--- src/rtl/memory_access_stage.sv ---
`default_nettype none
// ============================================================================
// Module      : memory_access_stage
// Description : Pipeline M stage. Issues data-memory requests for loads and
//               stores, stalls the pipeline until the memory acknowledges,
//               flags misaligned accesses, and registers results into the
//               M/W pipeline register.
// Revision    : 1.0 - initial release
// ============================================================================
module memory_access_stage (
    input  logic        CLK,
    input  logic        RESET,
    // M-stage instruction
    input  logic        RegWriteM,
    input  logic [1:0]  ResultSrcM,
    input  logic        MemWriteM,
    input  logic [2:0]  Funct3M,
    input  logic [4:0]  RdM,
    input  logic [31:0] ALUResultM,
    input  logic [31:0] WriteDataM,
    input  logic [31:0] PCPlus4M,
    // data memory
    output logic        DmemReq,
    output logic        DmemWe,
    output logic [31:0] DmemAddr,
    output logic [3:0]  DmemBe,
    output logic [31:0] DmemWData,
    input  logic        DmemAck,
    input  logic [31:0] DmemRData,
    // hazard / status
    output logic        StallM,
    output logic        MisalignM,
    // writeback stage
    output logic        RegWriteW,
    output logic [1:0]  ResultSrcW,
    output logic [4:0]  RdW,
    output logic [31:0] PCPlus4W,
    output logic [31:0] ReadDataW,
    output logic [31:0] ALUResultW
);

    localparam logic [1:0] RES_LOAD = 2'b01;

    typedef enum logic [0:0] {
        S_IDLE = 1'b0,
        S_WAIT = 1'b1
    } state_t;

    state_t      state;
    state_t      state_next;

    logic        is_load;
    logic        mem_op;
    logic        misalign;
    logic [3:0]  new_be;
    logic [31:0] new_wdata;
    logic        hold_we;
    logic [31:0] hold_addr;
    logic [3:0]  hold_be;
    logic [31:0] hold_wdata;
    logic [31:0] load_data;
    logic        done;

    assign is_load = (ResultSrcM == RES_LOAD);
    assign mem_op  = MemWriteM | is_load;

    // Funct3[1:0] encodes access size for both signed and unsigned variants
    assign misalign = mem_op &&
                      (((Funct3M[1:0] == 2'b01) && ALUResultM[0]) ||
                       ((Funct3M[1:0] == 2'b10) && (ALUResultM[1:0] != 2'b00)));

    // Byte enables and replicated store lanes for a new request
    always_comb begin
        new_be    = 4'b1111;
        new_wdata = WriteDataM;
        if (MemWriteM) begin
            case (Funct3M)
                3'b000: begin
                    new_be    = 4'b0001 << ALUResultM[1:0];
                    new_wdata = {4{WriteDataM[7:0]}};
                end
                3'b001: begin
                    new_be    = ALUResultM[1] ? 4'b1100 : 4'b0011;
                    new_wdata = {2{WriteDataM[15:0]}};
                end
                default: begin
                    new_be    = 4'b1111;
                    new_wdata = WriteDataM;
                end
            endcase
        end
    end

    // Snapshot the request while idle so it is held stable during WAIT
    always_ff @(posedge CLK or posedge RESET) begin
        if (RESET) begin
            hold_we    <= 1'b0;
            hold_addr  <= 32'd0;
            hold_be    <= 4'd0;
            hold_wdata <= 32'd0;
        end else if (state == S_IDLE) begin
            hold_we    <= MemWriteM;
            hold_addr  <= {ALUResultM[31:2], 2'b00};
            hold_be    <= new_be;
            hold_wdata <= new_wdata;
        end
    end

    // FSM state register
    always_ff @(posedge CLK or posedge RESET) begin
        if (RESET) begin
            state <= S_IDLE;
        end else begin
            state <= state_next;
        end
    end

    // FSM next state and memory-side / stall outputs
    always_comb begin
        state_next = state;
        DmemReq    = 1'b0;
        DmemWe     = MemWriteM;
        DmemAddr   = {ALUResultM[31:2], 2'b00};
        DmemBe     = new_be;
        DmemWData  = new_wdata;
        StallM     = 1'b0;
        MisalignM  = 1'b0;
        if (!RESET) begin
            case (state)
                S_IDLE: begin
                    MisalignM = misalign;
                    if (mem_op && !misalign) begin
                        DmemReq = 1'b1;
                        if (!DmemAck) begin
                            StallM     = 1'b1;
                            state_next = S_WAIT;
                        end
                    end
                end
                S_WAIT: begin
                    DmemReq   = 1'b1;
                    DmemWe    = hold_we;
                    DmemAddr  = hold_addr;
                    DmemBe    = hold_be;
                    DmemWData = hold_wdata;
                    StallM    = ~DmemAck;
                    if (DmemAck) begin
                        state_next = S_IDLE;
                    end
                end
                default: state_next = S_IDLE;
            endcase
        end
    end

    // An acknowledge only counts while a request is outstanding
    assign done = DmemReq & DmemAck;

    // Select and extend the addressed lane of the returned word
    always_comb begin
        load_data = DmemRData;
        case (Funct3M)
            3'b000: case (ALUResultM[1:0])
                2'b00:   load_data = {{24{DmemRData[7]}},  DmemRData[7:0]};
                2'b01:   load_data = {{24{DmemRData[15]}}, DmemRData[15:8]};
                2'b10:   load_data = {{24{DmemRData[23]}}, DmemRData[23:16]};
                default: load_data = {{24{DmemRData[31]}}, DmemRData[31:24]};
            endcase
            3'b001: load_data = ALUResultM[1] ? {{16{DmemRData[31]}}, DmemRData[31:16]}
                                              : {{16{DmemRData[15]}}, DmemRData[15:0]};
            3'b100: case (ALUResultM[1:0])
                2'b00:   load_data = {24'd0, DmemRData[7:0]};
                2'b01:   load_data = {24'd0, DmemRData[15:8]};
                2'b10:   load_data = {24'd0, DmemRData[23:16]};
                default: load_data = {24'd0, DmemRData[31:24]};
            endcase
            3'b101: load_data = ALUResultM[1] ? {16'd0, DmemRData[31:16]}
                                              : {16'd0, DmemRData[15:0]};
            default: load_data = DmemRData;
        endcase
    end

    // M/W pipeline register: bubble while stalled, otherwise advance
    always_ff @(posedge CLK or posedge RESET) begin
        if (RESET) begin
            RegWriteW  <= 1'b0;
            ResultSrcW <= 2'b00;
            RdW        <= 5'd0;
            PCPlus4W   <= 32'd0;
            ReadDataW  <= 32'd0;
            ALUResultW <= 32'd0;
        end else if (StallM) begin
            RegWriteW  <= 1'b0;
        end else begin
            RegWriteW  <= RegWriteM & ~misalign;
            ResultSrcW <= ResultSrcM;
            RdW        <= RdM;
            PCPlus4W   <= PCPlus4M;
            ALUResultW <= ALUResultM;
            if (done && is_load) begin
                ReadDataW <= load_data;
            end
        end
    end

endmodule
`default_nettype wire

--- config.mk ---
export PLATFORM = sky130hd
export DESIGN_NAME = memory_access_stage
export DESIGN_NICKNAME = d
export VERILOG_FILES = /design/src/rtl/memory_access_stage.sv
export SDC_FILE = /design/constraint.sdc
export NUM_CORES = 1
export LEC_CHECK = 0
export CORE_MARGIN = 3
export CORE_UTILIZATION = 45
export CTS_CLUSTER_SIZE = 16
export DETAILED_ROUTE_END_ITERATION = 8
export PLACE_DENSITY = 0.77
export SLEW_MARGIN = 0
export SYNTH_ARGS = -nofsm -noshare
export SYNTH_HDL_FRONTEND = slang
export SYNTH_SLANG_ARGS = --single-unit
--- constraint.sdc ---
create_clock -name CLK -period 9.9 [get_ports CLK]
set_input_delay 0.99 -clock CLK [delete_from_list [all_inputs] [get_ports CLK]]
set_output_delay 0.99 -clock CLK [all_outputs]
set_load 0.1 [all_outputs]
==> key figures, run 1 <==
Status
  • Run status: complete, no violations

Die
  • DIE AREA: about 0.02 mm²
  • FP Rows: 49
  • Die X-Extent: about 140 µm
  • Num ports: 319
  • Core area: 0.0182 mm²
  • Initial Util: 0.465
  • Die height: between 100 and 150 µm

Detailed routing
  • Initial drt markers: roughly 330
  • WL/cell: 19.2 µm
  • Routed wire length: between 20000 and 25000 µm
  • DRT Pass-1 Iters: 5
  • Vias: between 6000 and 7000
  • Routed Antenna Nets: 0
  • Residual DRC count: 0
  • Drt via density: approximately 5.3

Power and ir drop
  • Pwr dens: approximately 240 mW/mm²
  • Pleak: 5.26 nW
  • Peak VDD IR: 0.000126 V

Synthesis
  • Sequential share of the synthesized area: 0.514
  • Distinct cell type count after synthesis: 40
  • Post-Syn Nets: roughly 850
  • Top FF cell, synth: dfrtp_1
  • Mapped Avg Cell Area: 12.0 µm²
  • Mapped Cells: 706
  • Asr flop ratio synth: 1.00
  • Synth top area share: 0.514
  • Cell taking the most area after synthesis: dfrtp_1
  • Count leader, synth: dfrtp_1
  • Top area cells in the synthesized netlist: dfrtp_1 51%, mux2_2 13%, mux2_4 11%
  • Ys Warns: 0
  • Flops & latches, synth: ~170
  • Post-synthesis cell area: 0.00847 mm²
  • EDFF count, synth: 0
  • Leading cell types by count after synthesis: 174 x dfrtp_1, 95 x mux2_2, 60 x mux2_4, 60 x nor2_1

Setup path
  • CP required: 8910 ps
  • Setup crit start kind: input pin
  • Setup CP Type: input pin to output port
  • CP max FO: between 100 and 150
  • Worst EP arrival: about 4700 ps
  • Worst setup EP type: output port

CTS
  • Clock buffer depth: 2
  • Clock Sink Count: around 170
  • Clk Latency, worst-skew pair: ~430 ps
  • Root Driver: clkbuf_16
  • Resized cells post-CTS: 0
  • Cts hold-fix bufs: 0
  • Num CTS Buffers: 17
  • Setup bufs post-CTS: 0
  • H-tree Lvls: 4
  • CTS tree: yes
  • CTS clk-pin slew, worst paths: ~60 ps

Place
  • RePlAce Congestion: 0.792
  • Placed Area: 0.0118 mm²
  • I/O Buffers: 318
  • Hpwl dp: 17100 µm

Finish
  • Area of the multi-input gates: 0.00377 mm²
  • Finished Cell Area: around 0.012 mm²
  • Register area: about 0.0044 mm²
  • Fill count: roughly 1400
  • Final core utilization: 0.680
  • N_diodes: 0
  • Nets@finish: 1145
  • Layout area overhead: 46.3%
  • Share of layout cells above drive strength 1: 0.198

Global route
  • Largest net degree at the start of global routing: 116
  • Total track usage: 0.233
  • Initial antenna violation count: 0
  • First-pass GRT wire length: ~37000 µm
  • Vias in the first global route: between 6000 and 7000
  • Grt ovf: 0

Hold path
  • HP Class: register to register

STA
  • Skew final: 8.70 ps
  • Max_slew headroom: 0.233
  • Fmax: 176 MHz
  • Endpoints failing setup: 0
  • Max-slew violation count: 0
  • Actual slew at the worst max-slew pin: ~1100 ps
  • Final Hold Viols: 0
  • TNS Setup: 0 ps
  • RSZ-0062 raised after global routing: no
  • Fin crit period: 5700 ps
  • Period utilization: 0.575

Flow run
  • Max cap viols: 0
-- final timing paths --
| path | from | end | slack [ps] | cells past startpoint |
|---|---|---|---|---|
| setup reg to reg | state$_DFFE_PP0N_ | ALUResultW[30]$_DFFE_PP0P_ | 6470 | 5 |
| hold reg to reg | hold_addr[0]$_DFF_PP0_ | hold_addr[0]$_DFF_PP0_ | 480 | 1 |
| setup / recovery | RESET | DmemBe[0] | 4200 | 5 |
| max in group asynchronous | RESET | ReadDataW[10]$_DFFE_PP0P_ | 7430 | 3 |
| min in group asynchronous | RESET | PCPlus4W[1]$_DFFE_PP0P_ | 1270 | 2 |
| hold / removal | hold_addr[0]$_DFF_PP0_ | hold_addr[0]$_DFF_PP0_ | 480 | 1 |
-- state kept, by name, indices dropped and copies added, names as in the netlist --
name / flops
ResultSrcW: 2
hold_be: 4
ReadDataW: 32
hold_wdata: 32
RdW: 5
hold_addr: 32
PCPlus4W: 32
state: 1
RegWriteW: 1
hold_we: 1
ALUResultW: 32
-- kinds of logic (layout without fill, tap and decap cells) --
kind of cell           after synthesis  after routing  synth area share
AO/OA/AOI/OAI                      127            127            0.0896
multiplexers                       198            198             0.284
flip-flops                         174            174             0.514
buffers and inverters               74            383            0.0418
AND/OR/NAND/NOR                    133            133            0.0706
-- cells in the final DEF, fill, tap and decap left out, types with 7 or more instances in the layout --
cell type / netlist / routed
nor2_1: 60 / 60
mux2_4: 60 / 60
buf_4: 2 / 9
dfrtp_1: 174 / 173
o21ai_0: 26 / 26
a21oi_1: 43 / 43
a21o_1: 7 / 7
nor2b_1: 12 / 12
a22oi_1: 7 / 7
clkbuf_16: 0 / 17
a31oi_1: 23 / 23
mux2_2: 95 / 95
nand2_1: 40 / 40
mux2i_1: 43 / 43
clkdlybuf4s50_1: 0 / 318
inv_1: 23 / 23
-- power breakdown --
part           switching, mW  internal [mW]
Clock                  0.301          0.412
Combinational          0.951          0.358
Sequential            0.0716          0.819
Total                   1.32           1.59
-- metal layers --
metal,track usage,vias up,part of all wire
li1,-,3074,-
met4,0.0795,0,0.024
met3,0.0680,41,0.074
met1,0.296,3174,0.42
met5,0,-,0
met2,0.384,242,0.48
-- layout make-up --
type,count,area share
flip-flops and latches,174,0.352
clock inverters,13,0.0144
inverters,24,0.00788
well taps,229,0.0231
clock buffers,19,0.0358
repair buffers,327,0.262
multi-input cells,458,0.304
-- per-stage QoR --
step | hold slack, ps | cells | power (mW) | setup WS [ps]
after detailed placement | 467 | 1212 | 2.21 | 4170
final | 479 | 1244 | 2.91 | 4200
after global placement | 463 | 1212 | 2.20 | 4220
after floorplan | 448 | 706 | 1.88 | 1250
after CTS | 484 | 1244 | 2.93 | 4170
after global routing | 502 | 1244 | 3.02 | 3830
-- critical path, stage by stage --
cell and delay (ps):
clkdlybuf4s50_1 590, inv_8 620, nand2_1 870, mux2_2 470
clkdlybuf4s50_1 1130
Power figures use the tool's default switching activity.
==> inputs of run 2 (changes only) <==
==> constraint.sdc (replaced) <==
create_clock -name CLK -period 6 [get_ports CLK]
set_input_delay 0.6 -clock CLK [delete_from_list [all_inputs] [get_ports CLK]]
set_output_delay 0.6 -clock CLK [all_outputs]
set_load 0.1 [all_outputs]
==> key figures, run 2 (same netlist as run 1, synthesis figures left out) <==
Status
  • Run status: complete, no violations (unchanged)

Die
  • DIE AREA: 0.0205 mm² (unchanged)
  • Num ports: 319 (unchanged)
  • Die height: 143 µm (unchanged)
  • FP Rows: 49 (unchanged)
  • Core area: 0.0182 mm² (unchanged)
  • Initial Util: 0.465 (unchanged)
  • Die X-Extent: 143 µm (unchanged)

Finish
  • Nets@finish: 1148 (was 1145)
  • N_diodes: 0 (unchanged)
  • Final core utilization: 0.677 (was 0.680)
  • Layout area overhead: 45.7% (was 46.3%)
  • Fin cells: 1247 (was 1244)
  • Commonest non-fill, non-tap cell in the layout: clkdlybuf4s50_1 (unchanged)
  • Fill count: 1356 (was 1380)
  • Share of layout cells above drive strength 1: 0.227 (was 0.198)
  • Commonest cells after routing, fill and taps aside: 292 x clkdlybuf4s50_1, 173 x dfrtp_1, 95 x mux2_2 (was 318 x clkdlybuf4s50_1, 173 x dfrtp_1, 95 x mux2_2)

Setup path
  • Reg2reg setup slack: 2510 ps (was 6470 ps)
  • Cell depth of the worst flop-to-flop path: 5 (unchanged)
  • Worst EP arrival: 3670 ps (was 4710 ps)
  • R2R Path End: ALUResultW[28]$_DFFE_PP0P_ (was ALUResultW[30]$_DFFE_PP0P_)
  • Worst setup EP type: output port (unchanged)
  • Worst reg2reg path startpoint: state$_DFFE_PP0N_ (unchanged)
  • Critical-path top delay cell: clkdlybuf4s50_1 (unchanged)
  • CP max FO: 85 (was 115)
  • CP Cell Sequence: nor2b_1 -> buf_4 -> a32o_4 -> clkdlybuf4s50_1 (was clkdlybuf4s50_1 -> inv_8 -> nand2_1 -> mux2_2 -> clkdlybuf4s50_1)
  • Setup crit start kind: register (was input pin)
  • CP max stage delay: 1200 ps (was 1130 ps)
  • Setup CP Type: register to output port (was input pin to output port)
  • CP required: 5400 ps (was 8910 ps)
  • Crit-path leading delay family: buffers and inverters (unchanged)
  • Buf/Inv on CP: 2 (was 3)

Detailed routing
  • Routed Antenna Nets: 0 (unchanged)
  • Routed wire length: 23600 µm (was 23900 µm)
  • Vias: 6442 (was 6531)
  • WL/cell: 18.9 µm (was 19.2 µm)
  • Initial drt markers: 292 (was 329)
  • DRT Pass-1 Iters: 4 (was 5)
  • Drt via density: 5.17 (was 5.25)
  • Residual DRC count: 0 (unchanged)

Hold path
  • Worst hold path stage count: 2 (was 1)
  • Hold Path Origin: hold_wdata[27]$_DFF_PP0_ (was hold_addr[0]$_DFF_PP0_)
  • HP Class: register to register (unchanged)
  • Hold endpoint: hold_wdata[27]$_DFF_PP0_ (was hold_addr[0]$_DFF_PP0_)

Flow run
  • Max cap viols: 0 (unchanged)

STA
  • Skew final: 12.7 ps (was 8.70 ps)
  • TNS Setup: 0 ps (unchanged)
  • Max-slew violation count: 0 (unchanged)
  • Fin crit period: about 4300 ps
  • Period utilization: 0.712
  • Actual slew at the worst max-slew pin: 1130 ps (was 1150 ps)
  • Endpoints failing setup: 0 (unchanged)
  • RSZ-0062 raised after global routing: no (unchanged)
  • Fmax: 234 MHz
  • Final Hold Viols: 0 (unchanged)
  • Max_slew headroom: 0.245 (was 0.233)

CTS
  • Clock buffer depth: 2 (unchanged)
  • H-tree Lvls: 4 (unchanged)
  • Resized cells post-CTS: 0 (unchanged)
  • Cts hold-fix bufs: 0 (unchanged)
  • Clock Sink Count: 174 (unchanged)
  • CTS tree: yes (unchanged)
  • Clk Latency, worst-skew pair: 420 ps (was 430 ps)
  • Root Driver: clkbuf_16 (unchanged)
  • Num CTS Buffers: 17 (unchanged)
  • CTS clk-pin slew, worst paths: 70 ps (was 60 ps)
  • Setup bufs post-CTS: 0 (unchanged)

Power and ir drop
  • Pwr dens: 386 mW/mm² (was 235 mW/mm²)
  • Pleak: 5.28 nW (was 5.26 nW)
  • Peak VDD IR: 0.000223 V (was 0.000126 V)

Place
  • I/O Buffers: 318 (unchanged)
  • RePlAce Congestion: 0.806 (was 0.792)
  • DP Cell Count: 1215 (was 1212)
  • Hpwl dp: 17000 µm (was 17100 µm)

Global route
  • Grt ovf: 0 (unchanged)
  • Largest net degree at the start of global routing: 104 (was 116)
  • Initial antenna violation count: 0 (unchanged)
  • Vias in the first global route: 6461 (was 6756)
  • First-pass GRT wire length: 36100 µm (was 37400 µm)
  • Total track usage: 0.226 (was 0.233)
run 2: metal layers:
layer / up-vias / wire (µm) / global-route usage
met3: 18 / 1770 / 0.0707
met1: 3106 / 10100 / 0.293
met2: 233 / 11400 / 0.369
met5: - / 0 / 0
met4: 0 / 330 / 0.0575
li1: 3085 / - / -
run 2: area by class of cell:
type	instances	area (µm²)	area share
repair buffers	330	3210	0.260
clock buffers	17	425	0.0345
clock inverters	15	190	0.0154
multi-input cells	458	3770	0.306
inverters	24	97.6	0.00791
flip-flops and latches	174	4360	0.353
well taps	229	287	0.0232
run 2: power by group:
| part | switching, mW | internal [mW] | total, mW | leakage [nW] |
|---|---|---|---|---|
| sequential | 0.115 | 1.35 | 1.47 | 2.02 |
| combinational | 1.57 | 0.584 | 2.16 | 2.96 |
| clock | 0.535 | 0.603 | 1.14 | 0.300 |
run 2: worst reg2reg max path, stage by stage (launching register included):
cell and delay [ps]:
dfrtp_4 1180, nor2b_1 240, buf_4 240, a32o_4 380, buf_4 870, mux2_2 470
run 2: metrics by stage:
stage / hold WS (ps) / total power [mW] / setup WS (ps) / cell area [µm²]
floorplan: 448 / 3.10 / 1230 / 8470
global placement: 468 / 3.63 / 1760 / 11700
detailed placement: 478 / 3.65 / 1750 / 11700
CTS: 495 / 4.80 / 1640 / 12300
global route: 502 / 4.93 / 1580 / 12300
finish: 493 / 4.76 / 1730 / 12300
run 2: worst max-delay path by stage:
stage                         to               from  cells past startpoint
finish                    StallM  state$_DFFE_PP0N_                      4
global route              StallM  state$_DFFE_PP0N_                      4
CTS                       StallM  state$_DFFE_PP0N_                      4
detailed placement  DmemAddr[29]              RESET                      5
global placement       DmemBe[0]              RESET                      6
floorplan            DmemAddr[0]              RESET                      3
